[config.mk]
export PLATFORM = sky130hd
export DESIGN_NAME = comp_share_precomputer_flat
export DESIGN_NICKNAME = d
export VERILOG_FILES = /design/src/rtl/comp_share_precomputer_if.sv /design/src/rtl/comp_share_precomputer.sv /design/src/flat_wrapper.sv
export SDC_FILE = /design/constraint.sdc
export NUM_CORES = 1
export LEC_CHECK = 0
export ABC_AREA = 1
export BUFFER_PORTS_ARGS = -buffer_cell sky130_fd_sc_hd__buf_2
export CAP_MARGIN = 20
export CORE_MARGIN = 5
export CORE_UTILIZATION = 45
export DETAILED_ROUTE_END_ITERATION = 7
export GPL_ROUTABILITY_DRIVEN = 0
export HOLD_SLACK_MARGIN = 0.05
export PLACE_DENSITY_LB_ADDON = 0.05
export SLEW_MARGIN = 20
export SYNTH_ARGS = -nofsm -noshare
export SYNTH_HDL_FRONTEND = slang
export SYNTH_SLANG_ARGS = --single-unit
export TNS_END_PERCENT = 100
[constraint.sdc]
create_clock -name clk -period 1.7 [get_ports clk]
set_input_delay 0.17 -clock clk [delete_from_list [all_inputs] [get_ports clk]]
set_output_delay 0.17 -clock clk [all_outputs]
set_load 0.05 [all_outputs]
[src/rtl/comp_share_precomputer_if.sv]
// Sample-in / odd-multiples-out handshake bundle for the
// computation-sharing precomputer bank.
interface comp_share_precomputer_if #(
  parameter int IN_DATA_WIDTH  = 17,
  parameter int OUT_DATA_WIDTH = 21
);
  logic                      in_data_vld;
  logic [IN_DATA_WIDTH-1:0]  in_data;
  logic                      in_data_rdy;
  logic                      out_data_rdy;
  logic                      out_data_vld;
  logic [IN_DATA_WIDTH-1:0]  out_sample;
  logic [OUT_DATA_WIDTH-1:0] x1;
  logic [OUT_DATA_WIDTH-1:0] x3;
  logic [OUT_DATA_WIDTH-1:0] x5;
  logic [OUT_DATA_WIDTH-1:0] x7;
  logic [OUT_DATA_WIDTH-1:0] x9;
  logic [OUT_DATA_WIDTH-1:0] x11;
  logic [OUT_DATA_WIDTH-1:0] x13;
  logic [OUT_DATA_WIDTH-1:0] x15;

  modport master (
    output in_data_vld,
    output in_data,
    output out_data_rdy,
    input  in_data_rdy,
    input  out_data_vld,
    input  out_sample,
    input  x1,
    input  x3,
    input  x5,
    input  x7,
    input  x9,
    input  x11,
    input  x13,
    input  x15
  );

  modport slave (
    input  in_data_vld,
    input  in_data,
    input  out_data_rdy,
    output in_data_rdy,
    output out_data_vld,
    output out_sample,
    output x1,
    output x3,
    output x5,
    output x7,
    output x9,
    output x11,
    output x13,
    output x15
  );
endinterface

[src/rtl/comp_share_precomputer.sv]
// Two-stage shift-add precomputer producing x1..x15 odd
// multiples of each sample, with valid/ready flow control.
module comp_share_precomputer #(
  parameter int IN_DATA_WIDTH  = 17,
  parameter int OUT_DATA_WIDTH = 21
) (
  input  logic                    clk,
  input  logic                    reset,
  comp_share_precomputer_if.slave bus
);

  localparam int IW = IN_DATA_WIDTH;
  localparam int OW = OUT_DATA_WIDTH;

  typedef struct packed {
    logic [OW-1:0] x1;
    logic [OW-1:0] x3;
    logic [OW-1:0] x5;
    logic [OW-1:0] x7;
    logic [OW-1:0] x8;
    logic [OW-1:0] x9;
    logic [OW-1:0] x15;
    logic [IW-1:0] smp;
  } s1_t;

  typedef struct packed {
    logic [OW-1:0] x1;
    logic [OW-1:0] x3;
    logic [OW-1:0] x5;
    logic [OW-1:0] x7;
    logic [OW-1:0] x9;
    logic [OW-1:0] x11;
    logic [OW-1:0] x13;
    logic [OW-1:0] x15;
    logic [IW-1:0] smp;
  } s2_t;

  logic          v1;
  logic          v2;
  logic          s1_load;
  logic          s2_load;
  logic          in_xfer;
  logic [OW-1:0] ext;
  s1_t           s1_q;
  s1_t           s1_d;
  s2_t           s2_q;
  s2_t           s2_d;

  // S2 frees up whenever it is empty or being drained
  always_comb begin
    s2_load = !v2 || bus.out_data_rdy;
    s1_load = !v1 || s2_load;
    in_xfer = bus.in_data_vld && bus.in_data_rdy;
  end

  assign bus.in_data_rdy = reset && s1_load;

  assign ext = OW'(bus.in_data);

  always_comb begin
    s1_d     = '0;
    s1_d.x1  = ext;
    s1_d.x3  = (ext << 1) + ext;
    s1_d.x5  = (ext << 2) + ext;
    s1_d.x8  = ext << 3;
    s1_d.x9  = (ext << 3) + ext;
    s1_d.x7  = (ext << 3) - ext;
    s1_d.x15 = (ext << 4) - ext;
    s1_d.smp = bus.in_data;
  end

  always_comb begin
    s2_d     = '0;
    s2_d.x1  = s1_q.x1;
    s2_d.x3  = s1_q.x3;
    s2_d.x5  = s1_q.x5;
    s2_d.x7  = s1_q.x7;
    s2_d.x9  = s1_q.x9;
    s2_d.x11 = s1_q.x8 + s1_q.x3;
    s2_d.x13 = s1_q.x8 + s1_q.x5;
    s2_d.x15 = s1_q.x15;
    s2_d.smp = s1_q.smp;
  end

  always_ff @(posedge clk) begin
    if (!reset) begin
      v1   <= 1'b0;
      v2   <= 1'b0;
      s1_q <= '0;
      s2_q <= '0;
    end else begin
      if (s2_load) v2 <= v1;
      if (s1_load) v1 <= in_xfer;
      if (in_xfer) s1_q <= s1_d;
      // bubbles leave S2 data untouched; only vld matters
      if (s2_load && v1) s2_q <= s2_d;
    end
  end

  assign bus.out_data_vld = v2;
  assign bus.out_sample   = s2_q.smp;
  assign bus.x1           = s2_q.x1;
  assign bus.x3           = s2_q.x3;
  assign bus.x5           = s2_q.x5;
  assign bus.x7           = s2_q.x7;
  assign bus.x9           = s2_q.x9;
  assign bus.x11          = s2_q.x11;
  assign bus.x13          = s2_q.x13;
  assign bus.x15          = s2_q.x15;

endmodule
[src/flat_wrapper.sv]
// flat-port wrapper written by rule: the top's interface ports become plain ports
module comp_share_precomputer_flat 
#(
  parameter int IN_DATA_WIDTH  = 17,
  parameter int OUT_DATA_WIDTH = 21
)
  (clk, reset, bus_in_data_vld, bus_in_data, bus_out_data_rdy, bus_in_data_rdy, bus_out_data_vld, bus_out_sample, bus_x1, bus_x3, bus_x5, bus_x7, bus_x9, bus_x11, bus_x13, bus_x15);
  comp_share_precomputer_if #(.IN_DATA_WIDTH(IN_DATA_WIDTH), .OUT_DATA_WIDTH(OUT_DATA_WIDTH)) bus_i ();
  input  logic clk;
  input  logic reset;
  input wire logic [$bits(bus_i.in_data_vld)-1:0] bus_in_data_vld;
  input wire logic [$bits(bus_i.in_data)-1:0] bus_in_data;
  input wire logic [$bits(bus_i.out_data_rdy)-1:0] bus_out_data_rdy;
  output wire logic [$bits(bus_i.in_data_rdy)-1:0] bus_in_data_rdy;
  output wire logic [$bits(bus_i.out_data_vld)-1:0] bus_out_data_vld;
  output wire logic [$bits(bus_i.out_sample)-1:0] bus_out_sample;
  output wire logic [$bits(bus_i.x1)-1:0] bus_x1;
  output wire logic [$bits(bus_i.x3)-1:0] bus_x3;
  output wire logic [$bits(bus_i.x5)-1:0] bus_x5;
  output wire logic [$bits(bus_i.x7)-1:0] bus_x7;
  output wire logic [$bits(bus_i.x9)-1:0] bus_x9;
  output wire logic [$bits(bus_i.x11)-1:0] bus_x11;
  output wire logic [$bits(bus_i.x13)-1:0] bus_x13;
  output wire logic [$bits(bus_i.x15)-1:0] bus_x15;
  assign bus_i.in_data_vld = bus_in_data_vld;
  assign bus_i.in_data = bus_in_data;
  assign bus_i.out_data_rdy = bus_out_data_rdy;
  assign bus_in_data_rdy = bus_i.in_data_rdy;
  assign bus_out_data_vld = bus_i.out_data_vld;
  assign bus_out_sample = bus_i.out_sample;
  assign bus_x1 = bus_i.x1;
  assign bus_x3 = bus_i.x3;
  assign bus_x5 = bus_i.x5;
  assign bus_x7 = bus_i.x7;
  assign bus_x9 = bus_i.x9;
  assign bus_x11 = bus_i.x11;
  assign bus_x13 = bus_i.x13;
  assign bus_x15 = bus_i.x15;
  comp_share_precomputer #(.IN_DATA_WIDTH(IN_DATA_WIDTH), .OUT_DATA_WIDTH(OUT_DATA_WIDTH)) u_core (.clk(clk), .reset(reset), .bus(bus_i));
endmodule
After elaboration in Yosys (flattened, before gate mapping)
Cells that the tools add are included.
{"block": "word_totals", "output_inout_bits": 187, "regBits": 288, "word_cells": 30}
{"block": "op_classes", "n_reduce_logical": 7, "addsub": 7}
{"op": "$add A20 B21 Y21", "count": 2}
{"op": "$add A20 B17 Y21", "count": 1}
{"op": "$sub A20 B17 Y21", "count": 1}
{"op": "$sub A21 B17 Y21", "count": 1}
{"op": "$add A19 B17 Y20", "count": 1}
{"op": "$add A18 B17 Y19", "count": 1}
{"op": "$logic_and A1 B1 Y1", "count": 3}
{"op": "$logic_not A1 Y1", "count": 2}
{"op": "$logic_or A1 B1 Y1", "count": 2}

Longest topological paths before layout
Gate-level depths: netlist of the first run.
{"block": "depth", "depth_word": 5, "depth_mapped": 14, "ltp_nobuf": 14}

Worst setup path before layout of the first run
Ideal clock, no wire load.
{"block": "synth_timing", "path_kind": "register to register", "start": "register u_core.s1_q[17] (netlist name)", "end": "register u_core.s2_q, in the netlist u_core.bus.x13[19]", "stages_incl_launch_ff": 14, "arrival_ns": 1.653, "path_buffers": 0, "required_time_ns": 1.591, "path_slack_ns": -0.062, "cell_sequence": "dfxtp_1 -> ha_1 -> inv_1 -> fa_1 -> inv_1 -> nand3_1 -> nand2_1 -> nand2_1 -> nand2_1 -> nand3_1 -> nand3_1 -> nand3_1 -> nand2_1 -> inv_1"}
{"element": "end signal: assignment", "line_no": "comp_share_precomputer.sv:90", "source": "s2_q <= '0;"}
{"element": "end signal: assignment", "line_no": "comp_share_precomputer.sv:96", "source": "if (s2_load && v1) s2_q <= s2_d;"}
{"element": "end: declaration", "line_no": "comp_share_precomputer.sv:46", "source": "s2_t s2_q;"}

==> metrics.txt, run 1 <==
# TYPE chip_impl_metric gauge
chip_impl_metric{name="die_width",unit="um"} 197
chip_impl_metric{name="dp_slack",unit="ns"} -0.355
chip_impl_metric{name="synth_cell_types",unit=""} 46
chip_impl_info{name="synth_top_cells_by_area",value="sky130_fd_sc_hd__dfxtp_1 (32%), sky130_fd_sc_hd__nand2_1 (12%), sky130_fd_sc_hd__nor2_1 (9.0%)"} 1
chip_impl_metric{name="final-setup-viol-count",unit=""} 10
chip_impl_metric{name="final-hold-violation-count",unit=""} 0
chip_impl_metric{name="fraction_of_the_yosys_area_taken_by_sequential_cells",unit="%"} 32.4
chip_impl_metric{name="drtIter0Drc",unit=""} 1399
chip_impl_metric{name="final_net_count",unit=""} 2995
chip_impl_metric{name="average_instance_area_after_synthesis",unit="um2"} 6.57
chip_impl_metric{name="numCtsBuffers",unit=""} 28
chip_impl_metric{name="timing.final.crit_share",unit="%"} 106
chip_impl_metric{name="design.die.area",unit="um2"} 38800
chip_impl_info{name="timing.critical_path.to_type",value="flop"} 1
chip_impl_metric{name="power-per-cell-area",unit="nW/um2"} 878
chip_impl_metric{name="grt_util_all_layers",unit="%"} 28.0
chip_impl_metric{name="instance_count_after_placement_with_tap_cells_included",unit=""} 3264
chip_impl_info{name="ys_dominant_reg_cell",value="sky130_fd_sc_hd__dfxtp_1"} 1
chip_impl_metric{name="grt_pass1_wl",unit="um"} 87800
chip_impl_info{name="failed_checks",value="setup timing"} 1
chip_impl_metric{name="io_buffer_count",unit=""} 200
chip_impl_metric{name="grt_pass1_vias",unit=""} 16100
chip_impl_info{name="status",value="finished, violations left"} 1
chip_impl_metric{name="wl",unit="um"} 57700
chip_impl_info{name="synth.most_common_cell",value="sky130_fd_sc_hd__nand2_1"} 1
chip_impl_metric{name="tightestPinTransition",unit="ns"} 0.541
chip_impl_info{name="cts_root_buf",value="sky130_fd_sc_hd__clkbuf_16"} 1
chip_impl_metric{name="static-leakage-power",unit="nW"} 11.0
chip_impl_metric{name="stdcell_count",unit=""} 3328
chip_impl_metric{name="synthCells",unit=""} 2390
chip_impl_metric{name="critical_path_peak_fanout",unit=""} 4
chip_impl_metric{name="cts.sinks",unit=""} 254
chip_impl_metric{name="grt_antenna_before_repair",unit=""} 0
chip_impl_metric{name="ioPinCount",unit=""} 208
chip_impl_metric{name="n_fill_cell",unit=""} 3330
chip_impl_metric{name="layout-drive-gt1-share",unit="%"} 28.5
chip_impl_metric{name="drt-vias-per-instance",unit=""} 5.17
chip_impl_metric{name="achievable-frequency",unit="MHz"} 556
chip_impl_metric{name="synth-edff-count",unit=""} 0
chip_impl_metric{name="totalNegativeSetupSlack",unit="ns"} -0.370
chip_impl_metric{name="crit_required",unit="ns"} 2.16
chip_impl_metric{name="floorplan.initialDensity",unit="%"} 45.5
chip_impl_metric{name="slew_limit_headroom",unit="%"} 63.5
chip_impl_metric{name="dpl.hpwl",unit="um"} 44400
chip_impl_metric{name="setup_skew",unit="ns"} 0.0236
chip_impl_metric{name="fin_crit",unit="ns"} 1.80
chip_impl_metric{name="remaining_antenna_violation_count",unit=""} 0
chip_impl_metric{name="drv_cap",unit=""} 0
chip_impl_metric{name="drt-wirelength-per-cell",unit="um"} 17.3
chip_impl_metric{name="postSynthRegisterBits",unit=""} 254
chip_impl_metric{name="dr_total_vias",unit=""} 17200
chip_impl_metric{name="clk_latency",unit="ns"} 0.59
chip_impl_metric{name="synth.top_cell.area_share",unit="%"} 32.4
chip_impl_metric{name="grt-ovfl-total",unit=""} 0
chip_impl_metric{name="worst-endpoint-arrival",unit="ns"} 2.26
chip_impl_metric{name="fin_total_pwr",unit="mW"} 18.7
chip_impl_metric{name="area_delta_synth_final",unit="%"} 35.2
chip_impl_metric{name="clock_tree.buffer_depth",unit=""} 3
chip_impl_info{name="crit_path_kind",value="flop to flop"} 1
chip_impl_metric{name="std_cell_rows",unit=""} 68
chip_impl_info{name="tightest_hold_check_type",value="primary input to flop"} 1
chip_impl_info{name="tritoncts",value="yes"} 1
chip_impl_info{name="rsz_0062_raised_after_global_routing",value="true"} 1
chip_impl_metric{name="maximum_number_of_pins_on_one_net_before_global_route_repair",unit=""} 100
chip_impl_metric{name="ys_async_sr_fraction",unit="%"} 0
chip_impl_metric{name="htree_levels",unit=""} 1
chip_impl_info{name="synth_area_leader_cell",value="sky130_fd_sc_hd__dfxtp_1"} 1
chip_impl_info{name="worst_setup_path_start_kind",value="flop"} 1
chip_impl_metric{name="core",unit="um2"} 34500
chip_impl_metric{name="slew_violations",unit=""} 0
chip_impl_metric{name="antenna_diode_count",unit=""} 0
chip_impl_metric{name="post-route-drc-count",unit=""} 0
chip_impl_metric{name="worst_hold_slack",unit="ns"} 0.0811
chip_impl_metric{name="die_y",unit="um"} 197
chip_impl_metric{name="fin_ws",unit="ns"} -0.0978
chip_impl_metric{name="synth_warnings",unit=""} 0
chip_impl_metric{name="syn-cell-area",unit="um2"} 15700
chip_impl_metric{name="detailedRoute.firstPassIterationCount",unit=""} 6
chip_impl_info{name="synth_common_cells",value="sky130_fd_sc_hd__nand2_1 (498), sky130_fd_sc_hd__nor2_1 (375), sky130_fd_sc_hd__inv_1 (262)"} 1
chip_impl_metric{name="vdd.ir_drop.worst",unit="uV"} 822
chip_impl_metric{name="clk_pin_slew_worst_paths",unit="ns"} 0.06
area by class of cell:
class / count / area [um2] / share of cell area, %
clock buffer: 38 / 798 / 3.76
clock inverter: 8 / 100 / 0.471
inverter: 276 / 1050 / 4.92
multi-input combinational: 1735 / 9630 / 45.3
sequential: 254 / 5150 / 24.2
tap: 455 / 569 / 2.68
timing repair buffer: 562 / 3950 / 18.6
path summary, 6_finish.rpt:
check	from	endpoint	slack, ns	depth (start not counted)
hold / removal	bus_in_data[12]	u_core.s1_q[155]	0.08	4
hold reg to reg	u_core.s1_q[32]	u_core.bus.x15[15]	0.45	2
setup / recovery	u_core.s1_q[151]	u_core.bus.x11[13]	-0.1	9
setup reg to reg	u_core.s1_q[151]	u_core.bus.x11[13]	-0.1	9
through the flow:
stage               util (%)  cell area [um2]
floorplan                  -            15700
global placement        56.0            19300
detailed placement      56.0            19300
CTS                     59.6            20600
global route            61.5            21200
finish                  61.5            21200
placed cells by master (no fill, tap or decap), types with 11 or more instances in the layout:
cell type,instances
sky130_fd_sc_hd__buf_12,14
sky130_fd_sc_hd__clkbuf_16,30
sky130_fd_sc_hd__o21ai_1,29
sky130_fd_sc_hd__nor2_2,15
sky130_fd_sc_hd__ha_4,25
sky130_fd_sc_hd__buf_4,343
sky130_fd_sc_hd__ha_1,83
sky130_fd_sc_hd__nand3_2,23
sky130_fd_sc_hd__dfxtp_4,11
sky130_fd_sc_hd__nand3_1,191
sky130_fd_sc_hd__xor2_1,16
sky130_fd_sc_hd__a21oi_1,121
sky130_fd_sc_hd__xnor2_1,12
sky130_fd_sc_hd__inv_2,18
sky130_fd_sc_hd__inv_1,256
sky130_fd_sc_hd__dfxtp_1,223
sky130_fd_sc_hd__nand2_2,37
sky130_fd_sc_hd__nor2_1,369
sky130_fd_sc_hd__o21ai_0,209
sky130_fd_sc_hd__dfxtp_2,20
sky130_fd_sc_hd__nor3_1,12
sky130_fd_sc_hd__a21oi_2,21
sky130_fd_sc_hd__buf_2,198
sky130_fd_sc_hd__nand2_1,464
critical path, stage by stage, from the launching register on:
cell and delay, ns:
sky130_fd_sc_hd__dfxtp_4 0.39, sky130_fd_sc_hd__ha_4 0.31, sky130_fd_sc_hd__nand2_1 0.10, sky130_fd_sc_hd__buf_4 0.15, sky130_fd_sc_hd__nor2_1 0.22, sky130_fd_sc_hd__nand3_2 0.16
sky130_fd_sc_hd__nand4_1 0.14, sky130_fd_sc_hd__nand3_2 0.10, sky130_fd_sc_hd__nand2_1 0.07, sky130_fd_sc_hd__inv_1 0.03
kinds of logic after synthesis:
kind of cell | share of synthesized area [%]
other | 0.0239
AOI/OAI and AO/OA | 14.4
and+or+nand+nor | 30.7
xor gates and xnor gates | 1.67
buffers and inverters | 11.3
adders and majority gates | 9.56
DFF | 32.4
state kept, by name, indices dropped and copies added (netlist names):
name,cells
u_core.s1_q,108
u_core.bus.x11,19
u_core.bus.x13,20
u_core.bus.x9,19
u_core.bus.x1,14
u_core.bus.x5,17
u_core.v1,1
u_core.bus.x15,21
u_core.bus.x7,18
u_core.bus.out_data_vld,1
u_core.bus.x3,16
power by group:
group / switching [mW] / leakage, nW / internal, mW
Combinational: 3.61 / 8.43 / 2.29
Sequential: 0.393 / 2.10 / 6.40
Clock: 2.54 / 0.439 / 3.43
timing repair:
item                       4_1_cts  5_1_grt
setup endpoints to repair       34       33
pin swaps                       13       37
cloned                           0        3
resized for setup               66      133
hold endpoints to repair         3        0
hold buffers                     2        0
buffers inserted                 5        8
per-layer routing:
metal	GRT usage, %	routed length, um	vias up
li1	-	-	8589
met1	39.9	26500	7942
met2	44.9	25200	599
met3	4.56	4500	81
met4	6.37	1450	0
met5	0	0	-
(Power assumes the default switching activity.)
==> run 2: changes to the inputs <==
Settings changed: HOLD_SLACK_MARGIN 0.05 to 0.12, TNS_END_PERCENT 100 to not set.
==> run 2 against run 1 <==
Net effect:
- cell count grew 0.15%
- register-to-register slack barely moved
- sequential power about the same
- highest routed layer unchanged
- clock skew up 0.0023 ns
- core utilization is 0.16 points higher
- critical endpoint is now u_core.bus.x11[16]
- combinational power about the same
- clock power about the same
- non-clock buffer count rose by 6
- the flow still finishes with violations (setup timing)
- power barely moved
==> metrics.txt, run 2 (same netlist as run 1, synthesis figures left out) <==
# TYPE chip_impl_metric gauge
chip_impl_info{name="status",value="finished, violations left"} 1
chip_impl_info{name="failed_checks",value="setup timing"} 1
chip_impl_info{name="hold_path_startpoint",value="reset"} 1
chip_impl_metric{name="drt-vias-per-instance",unit=""} 5.16
chip_impl_metric{name="numCtsBuffers",unit=""} 28
chip_impl_metric{name="final-hold-violation-count",unit=""} 0
chip_impl_info{name="critical-path-slowest-cell",value="sky130_fd_sc_hd__dfxtp_2"} 1
chip_impl_metric{name="grt_pass1_wl",unit="um"} 88100
chip_impl_info{name="most_frequent_standard_cell_in_the_layout_excluding_fill_and_tap_cells",value="sky130_fd_sc_hd__nand2_1"} 1
chip_impl_info{name="worst_setup_path_start_kind",value="flop"} 1
chip_impl_metric{name="dp_slack",unit="ns"} -0.355
chip_impl_info{name="cts_root_buf",value="sky130_fd_sc_hd__clkbuf_16"} 1
chip_impl_metric{name="slew_limit_headroom",unit="%"} 65.6
chip_impl_info{name="timing.critical_path.to_type",value="flop"} 1
chip_impl_metric{name="number_of_flip_flops_in_the_largest_register",unit=""} 108
chip_impl_info{name="highest_count_cells_in_the_layout_ignoring_fill_and_taps",value="sky130_fd_sc_hd__nand2_1 (463), sky130_fd_sc_hd__nor2_1 (367), sky130_fd_sc_hd__buf_4 (344)"} 1
chip_impl_metric{name="setup_skew",unit="ns"} 0.0259
chip_impl_info{name="tightest_hold_check_type",value="primary input to flop"} 1
chip_impl_info{name="crit_path_kind",value="flop to flop"} 1
chip_impl_metric{name="timing.final.crit_share",unit="%"} 105
chip_impl_metric{name="remaining_antenna_violation_count",unit=""} 0
chip_impl_metric{name="antenna_diode_count",unit=""} 0
chip_impl_metric{name="drv_cap",unit=""} 0
chip_impl_info{name="rsz_0062_raised_after_global_routing",value="true"} 1
chip_impl_metric{name="fin_crit",unit="ns"} 1.79
chip_impl_metric{name="ioPinCount",unit=""} 208
chip_impl_metric{name="drtIter0Drc",unit=""} 1314
chip_impl_metric{name="final_core_utilization",unit="%"} 61.7
chip_impl_metric{name="clock_tree.buffer_depth",unit=""} 3
chip_impl_metric{name="grt_antenna_before_repair",unit=""} 0
chip_impl_metric{name="final-setup-viol-count",unit=""} 10
chip_impl_metric{name="drt-wirelength-per-cell",unit="um"} 17.2
chip_impl_metric{name="maximum_number_of_pins_on_one_net_before_global_route_repair",unit=""} 99
chip_impl_metric{name="floorplan.initialDensity",unit="%"} 45.5
chip_impl_metric{name="rr_worst_depth",unit=""} 9
chip_impl_info{name="tritoncts",value="yes"} 1
chip_impl_metric{name="io_buffer_count",unit=""} 200
chip_impl_metric{name="power-per-cell-area",unit="nW/um2"} 876
chip_impl_metric{name="worst_hold_slack",unit="ns"} 0.128
chip_impl_metric{name="die_y",unit="um"} 197
chip_impl_metric{name="reg2reg_setup_slack",unit="ns"} -0.09
chip_impl_metric{name="htree_levels",unit=""} 1
chip_impl_metric{name="static-leakage-power",unit="nW"} 11.0
chip_impl_metric{name="wl",unit="um"} 57200
chip_impl_info{name="largest-register",value="u_core.s1_q"} 1
chip_impl_metric{name="slew_violations",unit=""} 0
chip_impl_metric{name="area_delta_synth_final",unit="%"} 35.6
chip_impl_metric{name="clk_latency",unit="ns"} 0.58
chip_impl_metric{name="grt_pass1_vias",unit=""} 16100
chip_impl_metric{name="die_width",unit="um"} 197
chip_impl_metric{name="worst-endpoint-arrival",unit="ns"} 2.27
chip_impl_metric{name="detailedRoute.firstPassIterationCount",unit=""} 5
chip_impl_metric{name="final_net_count",unit=""} 3000
chip_impl_metric{name="achievable-frequency",unit="MHz"} 558
chip_impl_metric{name="fin_total_pwr",unit="mW"} 18.7
chip_impl_metric{name="grt_util_all_layers",unit="%"} 28.2
chip_impl_metric{name="finish.instance_area",unit="um2"} 21300
chip_impl_metric{name="design.die.area",unit="um2"} 38800
chip_impl_metric{name="vdd.ir_drop.worst",unit="uV"} 815
chip_impl_metric{name="fin_ws",unit="ns"} -0.0919
chip_impl_info{name="path_delay_family",value="compound AO/OA/AOI/OAI gates"} 1
chip_impl_metric{name="crit_required",unit="ns"} 2.18
chip_impl_metric{name="tightestPinTransition",unit="ns"} 0.510
chip_impl_info{name="r2r_end",value="u_core.bus.x11[16]"} 1
chip_impl_metric{name="dpl.hpwl",unit="um"} 44400
chip_impl_metric{name="critical_path_peak_fanout",unit=""} 5
chip_impl_info{name="crit-reg2reg-launch",value="u_core.s1_q[155]"} 1
chip_impl_metric{name="critPathMaxStageDelay",unit="ns"} 0.46
chip_impl_metric{name="layout-drive-gt1-share",unit="%"} 28.6
chip_impl_metric{name="placed_area",unit="um2"} 19300
chip_impl_info{name="cpMostUsedCell",value="sky130_fd_sc_hd__nand2_1"} 1
chip_impl_metric{name="grt-ovfl-total",unit=""} 0
chip_impl_metric{name="min_path_cells",unit=""} 4
chip_impl_metric{name="number_of_buffer_and_inverter_instances_along_the_worst_setup_path",unit=""} 1
chip_impl_info{name="whs_endpoint",value="u_core.bus.x5[6]"} 1
chip_impl_metric{name="post-route-drc-count",unit=""} 0
chip_impl_metric{name="core",unit="um2"} 34500
chip_impl_info{name="crit_chain",value="ha_4, a21oi_1, o21ai_0, a21oi_1, nand2_1, nand2_1, nand3_1, nand2_1, inv_1"} 1
chip_impl_metric{name="dr_total_vias",unit=""} 17200
chip_impl_metric{name="std_cell_rows",unit=""} 68
chip_impl_metric{name="clk_pin_slew_worst_paths",unit="ns"} 0.06
chip_impl_metric{name="cts.sinks",unit=""} 254
run 2: cell types whose count changed in the layout (fill, tap and decap cells not counted), sizes merged:
cell and delta:
dlygate4sd3 +7, buf +1, clkbuf -2, nand3 -1
run 2: repair_timing:
action / CTS / global route
setup buffers: 5 / 8
endpoints found under the hold margin: 9 / 0
endpoints found under the setup margin: 34 / 38
gates cloned: 0 / 1
pin swaps: 13 / 38
resized for setup: 66 / 137
hold buffers: 9 / 0
run 2: per-stage QoR:
stage	std cells	TNS, ns
final	3333	-0.439
after global routing	3333	-2.13
after CTS	3324	-0.609
after detailed placement	3264	-18.46
after global placement	3264	-16.45
after floorplan	2396	0
run 2: area by class of cell:
| cell class | instances | area, um2 |
|---|---|---|
| sequential | 254 | 5150 |
| inverter | 276 | 1040 |
| fill | 3329 | 13200 |
| clock inverter | 8 | 100 |
| timing repair buffer | 568 | 3990 |
| tap | 455 | 569 |
| clock buffer | 38 | 798 |
| multi-input combinational | 1734 | 9650 |
run 2: tightest hold or removal path, stage by stage:
cell                      delay (ns)
sky130_fd_sc_hd__buf_6          0.11
sky130_fd_sc_hd__buf_12         0.22
sky130_fd_sc_hd__o21ai_0        0.12
sky130_fd_sc_hd__nor2_1         0.04
run 2: per-layer routing:
layer | vias up | wire (um) | GRT usage (%)
met3 | 85 | 4250 | 4.67
li1 | 8591 | - | -
met1 | 7930 | 26400 | 40.1
met2 | 600 | 24900 | 44.8
met4 | 0 | 1620 | 6.99
met5 | - | 0 | 0
run 2: worst max-delay path by stage:
stage	start	slack [ns]	endpoint	cells past startpoint
finish	u_core.s1_q[155]	-0.09	u_core.bus.x11[16]	9
global route	u_core.s1_q[155]	-0.29	u_core.bus.x11[16]	9
CTS	u_core.s1_q[104]	-0.12	u_core.bus.x13[19]	13
detailed placement	bus_in_data[6]	-0.36	u_core.s1_q[96]	12
global placement	bus_in_data[11]	-0.33	u_core.s1_q[98]	10
floorplan	u_core.s1_q[17]	0.0009	u_core.bus.x13[19]	13
run 2: power breakdown:
part / internal (mW) / total [mW] / switching [mW] / leakage (nW)
Combinational: 2.30 / 5.91 / 3.61 / 8.45
Clock: 3.43 / 5.96 / 2.53 / 0.439
Sequential: 6.40 / 6.79 / 0.393 / 2.10
==> run 3: changes to the inputs <==
Settings changed: CELL_PAD_IN_SITES_DETAIL_PLACEMENT set to 1, CELL_PAD_IN_SITES_GLOBAL_PLACEMENT set to 2, CORE_UTILIZATION 45 to 29.
==> run 3 against run 2 <==
Net effect:
- worst setup slack got worse by 0.00063 ns
- die area is 52% higher
- sequential cell count is the same
- clock skew fell by 0.0049 ns
- register-to-register slack about the same
- global-route usage down 5.5 points
- non-clock buffer count up 11
- the flow still finishes with violations (setup timing)
- sequential power grew 0.6%
- largest power group is now clock
- core utilization fell by 21 points
- highest routed layer is now met5
- clock-buffer cell count is 8 higher
- clock power up 24%
- critical path depth increased by 4
==> metrics.txt, run 3 (same netlist as run 1, synthesis figures left out) <==
# TYPE chip_impl_metric gauge
chip_impl_metric{name="maximum_number_of_pins_on_one_net_before_global_route_repair",unit=""} 97
chip_impl_info{name="status",value="finished, violations left"} 1
chip_impl_metric{name="dpl.hpwl",unit="um"} 55100
chip_impl_metric{name="design.die.area",unit="um2"} 58900
chip_impl_metric{name="drt-vias-per-instance",unit=""} 4.82
chip_impl_info{name="cts_root_buf",value="sky130_fd_sc_hd__clkbuf_16"} 1
chip_impl_metric{name="crit_required",unit="ns"} 2.15
chip_impl_metric{name="area_delta_synth_final",unit="%"} 39.8
chip_impl_metric{name="power-per-cell-area",unit="nW/um2"} 928
chip_impl_metric{name="worst_hold_slack",unit="ns"} 0.119
chip_impl_metric{name="post-route-drc-count",unit=""} 0
chip_impl_metric{name="htree_levels",unit=""} 2
chip_impl_metric{name="clk_latency",unit="ns"} 0.56
chip_impl_metric{name="io_buffer_count",unit=""} 200
chip_impl_info{name="largest-register",value="u_core.s1_q"} 1
chip_impl_metric{name="final_net_count",unit=""} 3018
chip_impl_info{name="crit_path_kind",value="flop to flop"} 1
chip_impl_metric{name="clk_pin_slew_worst_paths",unit="ns"} 0.06
chip_impl_metric{name="fin_crit",unit="ns"} 1.79
chip_impl_metric{name="slew_limit_headroom",unit="%"} 60.0
chip_impl_metric{name="wl",unit="um"} 69300
chip_impl_metric{name="min_path_cells",unit=""} 4
chip_impl_metric{name="number_of_flip_flops_in_the_largest_register",unit=""} 108
chip_impl_info{name="timing.critical_path.to_type",value="flop"} 1
chip_impl_metric{name="drt-wirelength-per-cell",unit="um"} 19.3
chip_impl_metric{name="numCtsBuffers",unit=""} 35
chip_impl_metric{name="slew_violations",unit=""} 0
chip_impl_metric{name="critical_path_peak_fanout",unit=""} 3
chip_impl_metric{name="grt_util_all_layers",unit="%"} 22.7
chip_impl_metric{name="dr_total_vias",unit=""} 17300
chip_impl_metric{name="grt-ovfl-total",unit=""} 0
chip_impl_metric{name="worst-endpoint-arrival",unit="ns"} 2.25
chip_impl_info{name="failed_checks",value="setup timing"} 1
chip_impl_info{name="rsz_0062_raised_after_global_routing",value="true"} 1
chip_impl_metric{name="final-setup-viol-count",unit=""} 10
chip_impl_metric{name="ioPinCount",unit=""} 208
chip_impl_metric{name="setup_skew",unit="ns"} 0.0210
chip_impl_metric{name="drv_cap",unit=""} 0
chip_impl_metric{name="number_of_buffer_and_inverter_instances_along_the_worst_setup_path",unit=""} 3
chip_impl_metric{name="floorplan.initialDensity",unit="%"} 29.3
chip_impl_metric{name="vdd.ir_drop.worst",unit="uV"} 643
chip_impl_metric{name="fin_ws",unit="ns"} -0.0925
chip_impl_info{name="worst_setup_path_start_kind",value="flop"} 1
chip_impl_metric{name="finish.instance_area",unit="um2"} 22000
chip_impl_metric{name="grt_pass1_vias",unit=""} 17600
chip_impl_info{name="most_frequent_standard_cell_in_the_layout_excluding_fill_and_tap_cells",value="sky130_fd_sc_hd__nand2_1"} 1
chip_impl_metric{name="clock_tree.buffer_depth",unit=""} 3
chip_impl_metric{name="core",unit="um2"} 53700
chip_impl_info{name="tritoncts",value="yes"} 1
chip_impl_metric{name="detailedRoute.firstPassIterationCount",unit=""} 5
chip_impl_metric{name="layout-drive-gt1-share",unit="%"} 30.0
chip_impl_metric{name="static-leakage-power",unit="nW"} 11.2
chip_impl_info{name="tightest_hold_check_type",value="primary input to flop"} 1
chip_impl_metric{name="remaining_antenna_violation_count",unit=""} 0
chip_impl_metric{name="final-hold-violation-count",unit=""} 0
chip_impl_metric{name="grt_pass1_wl",unit="um"} 105000
chip_impl_metric{name="cp_num_cells",unit=""} 13
chip_impl_metric{name="die_width",unit="um"} 243
chip_impl_info{name="path_delay_family",value="simple AND/OR/NAND/NOR gates"} 1
chip_impl_info{name="critical-path-slowest-cell",value="sky130_fd_sc_hd__fa_2"} 1
chip_impl_metric{name="achievable-frequency",unit="MHz"} 558
chip_impl_metric{name="drtIter0Drc",unit=""} 826
chip_impl_metric{name="die_y",unit="um"} 243
chip_impl_metric{name="tightestPinTransition",unit="ns"} 0.599
chip_impl_metric{name="antenna_diode_count",unit=""} 0
chip_impl_info{name="highest_count_cells_in_the_layout_ignoring_fill_and_taps",value="sky130_fd_sc_hd__nand2_1 (459), sky130_fd_sc_hd__nor2_1 (367), sky130_fd_sc_hd__buf_4 (354)"} 1
chip_impl_metric{name="std_cell_rows",unit=""} 85
chip_impl_info{name="crit_chain",value="ha_4, inv_2, fa_2, inv_2, nand3_2, nand2_2, nand2_2, nand2_4, nand3_2, nand3_1, nand3_1, nand2_1, inv_1"} 1
chip_impl_metric{name="timing.final.crit_share",unit="%"} 105
chip_impl_metric{name="rr_worst_depth",unit=""} 13
chip_impl_metric{name="critPathMaxStageDelay",unit="ns"} 0.40
chip_impl_metric{name="grt_antenna_before_repair",unit=""} 3
chip_impl_metric{name="placed_area",unit="um2"} 19800
chip_impl_metric{name="cts.sinks",unit=""} 254
## run 3: cell count changes in the layout (fill, tap and decap cells not counted), sizes merged
cell / before / now
buf: 558 / 575
bufinv: 1 / 3
clkbuf: 39 / 46
clkinvlp: 1 / 2
dlygate4sd3: 9 / 4
inv: 276 / 279
## run 3: area by class of cell
| cell class | instances | area, um2 |
|---|---|---|
| fill | 6887 | 31700 |
| sequential | 254 | 5170 |
| clock buffer | 46 | 957 |
| tap | 696 | 871 |
| inverter | 276 | 1040 |
| timing repair buffer | 579 | 4080 |
| clock inverter | 14 | 161 |
| multi-input combinational | 1734 | 9680 |
## run 3: path summary, 6_finish.rpt
path                         from                 end  slack (ns)
hold / removal              reset  u_core.bus.x13[20]        0.12
hold reg to reg   u_core.s1_q[85]    u_core.bus.x7[5]        0.46
setup reg to reg  u_core.s1_q[17]  u_core.bus.x11[19]       -0.09
setup / recovery  u_core.s1_q[17]  u_core.bus.x11[19]       -0.09
## run 3: what timing repair did
item	CTS	global route
buffers inserted	5	7
pin swaps	17	44
endpoints found under the hold margin	5	0
hold buffers	4	0
cloned	0	0
endpoints found under the setup margin	34	43
resized for setup	108	127
## run 3: power by group
| part | internal [mW] | total [mW] | switching [mW] |
|---|---|---|---|
| Combinational | 2.36 | 6.12 | 3.76 |
| Sequential | 6.41 | 6.83 | 0.425 |
| Clock | 4.42 | 7.42 | 3.00 |
| Total | 13.2 | 20.4 | 7.18 |
## run 3: tightest hold or removal path, cell delays in order
cell	delay (ns)
sky130_fd_sc_hd__buf_6	0.12
sky130_fd_sc_hd__buf_12	0.17
sky130_fd_sc_hd__o21ai_0	0.11
sky130_fd_sc_hd__a21oi_1	0.04
## run 3: layer usage
metal / global-route usage, % / vias up / share of wire [%]
li1: - / 8617 / -
met1: 31.6 / 8357 / 49
met2: 37.3 / 283 / 45
met3: 3.53 / 80 / 3.7
met4: 4.77 / 2 / 2.2
met5: 0 / - / 0.016
## run 3: metrics by stage
stage	utilization (%)	setup WS, ns	instances	total power, mW	TNS, ns
after global routing	40.9	-0.203	3599	21.5	-1.67
after global placement	36.9	-0.392	3525	12.6	-23.03
final	40.9	-0.0925	3599	20.4	-0.714
after detailed placement	36.9	-0.474	3525	12.6	-26.52
after CTS	40.0	-0.0894	3594	20.4	-0.658
after floorplan	-	0.000854	2396	10.1	0
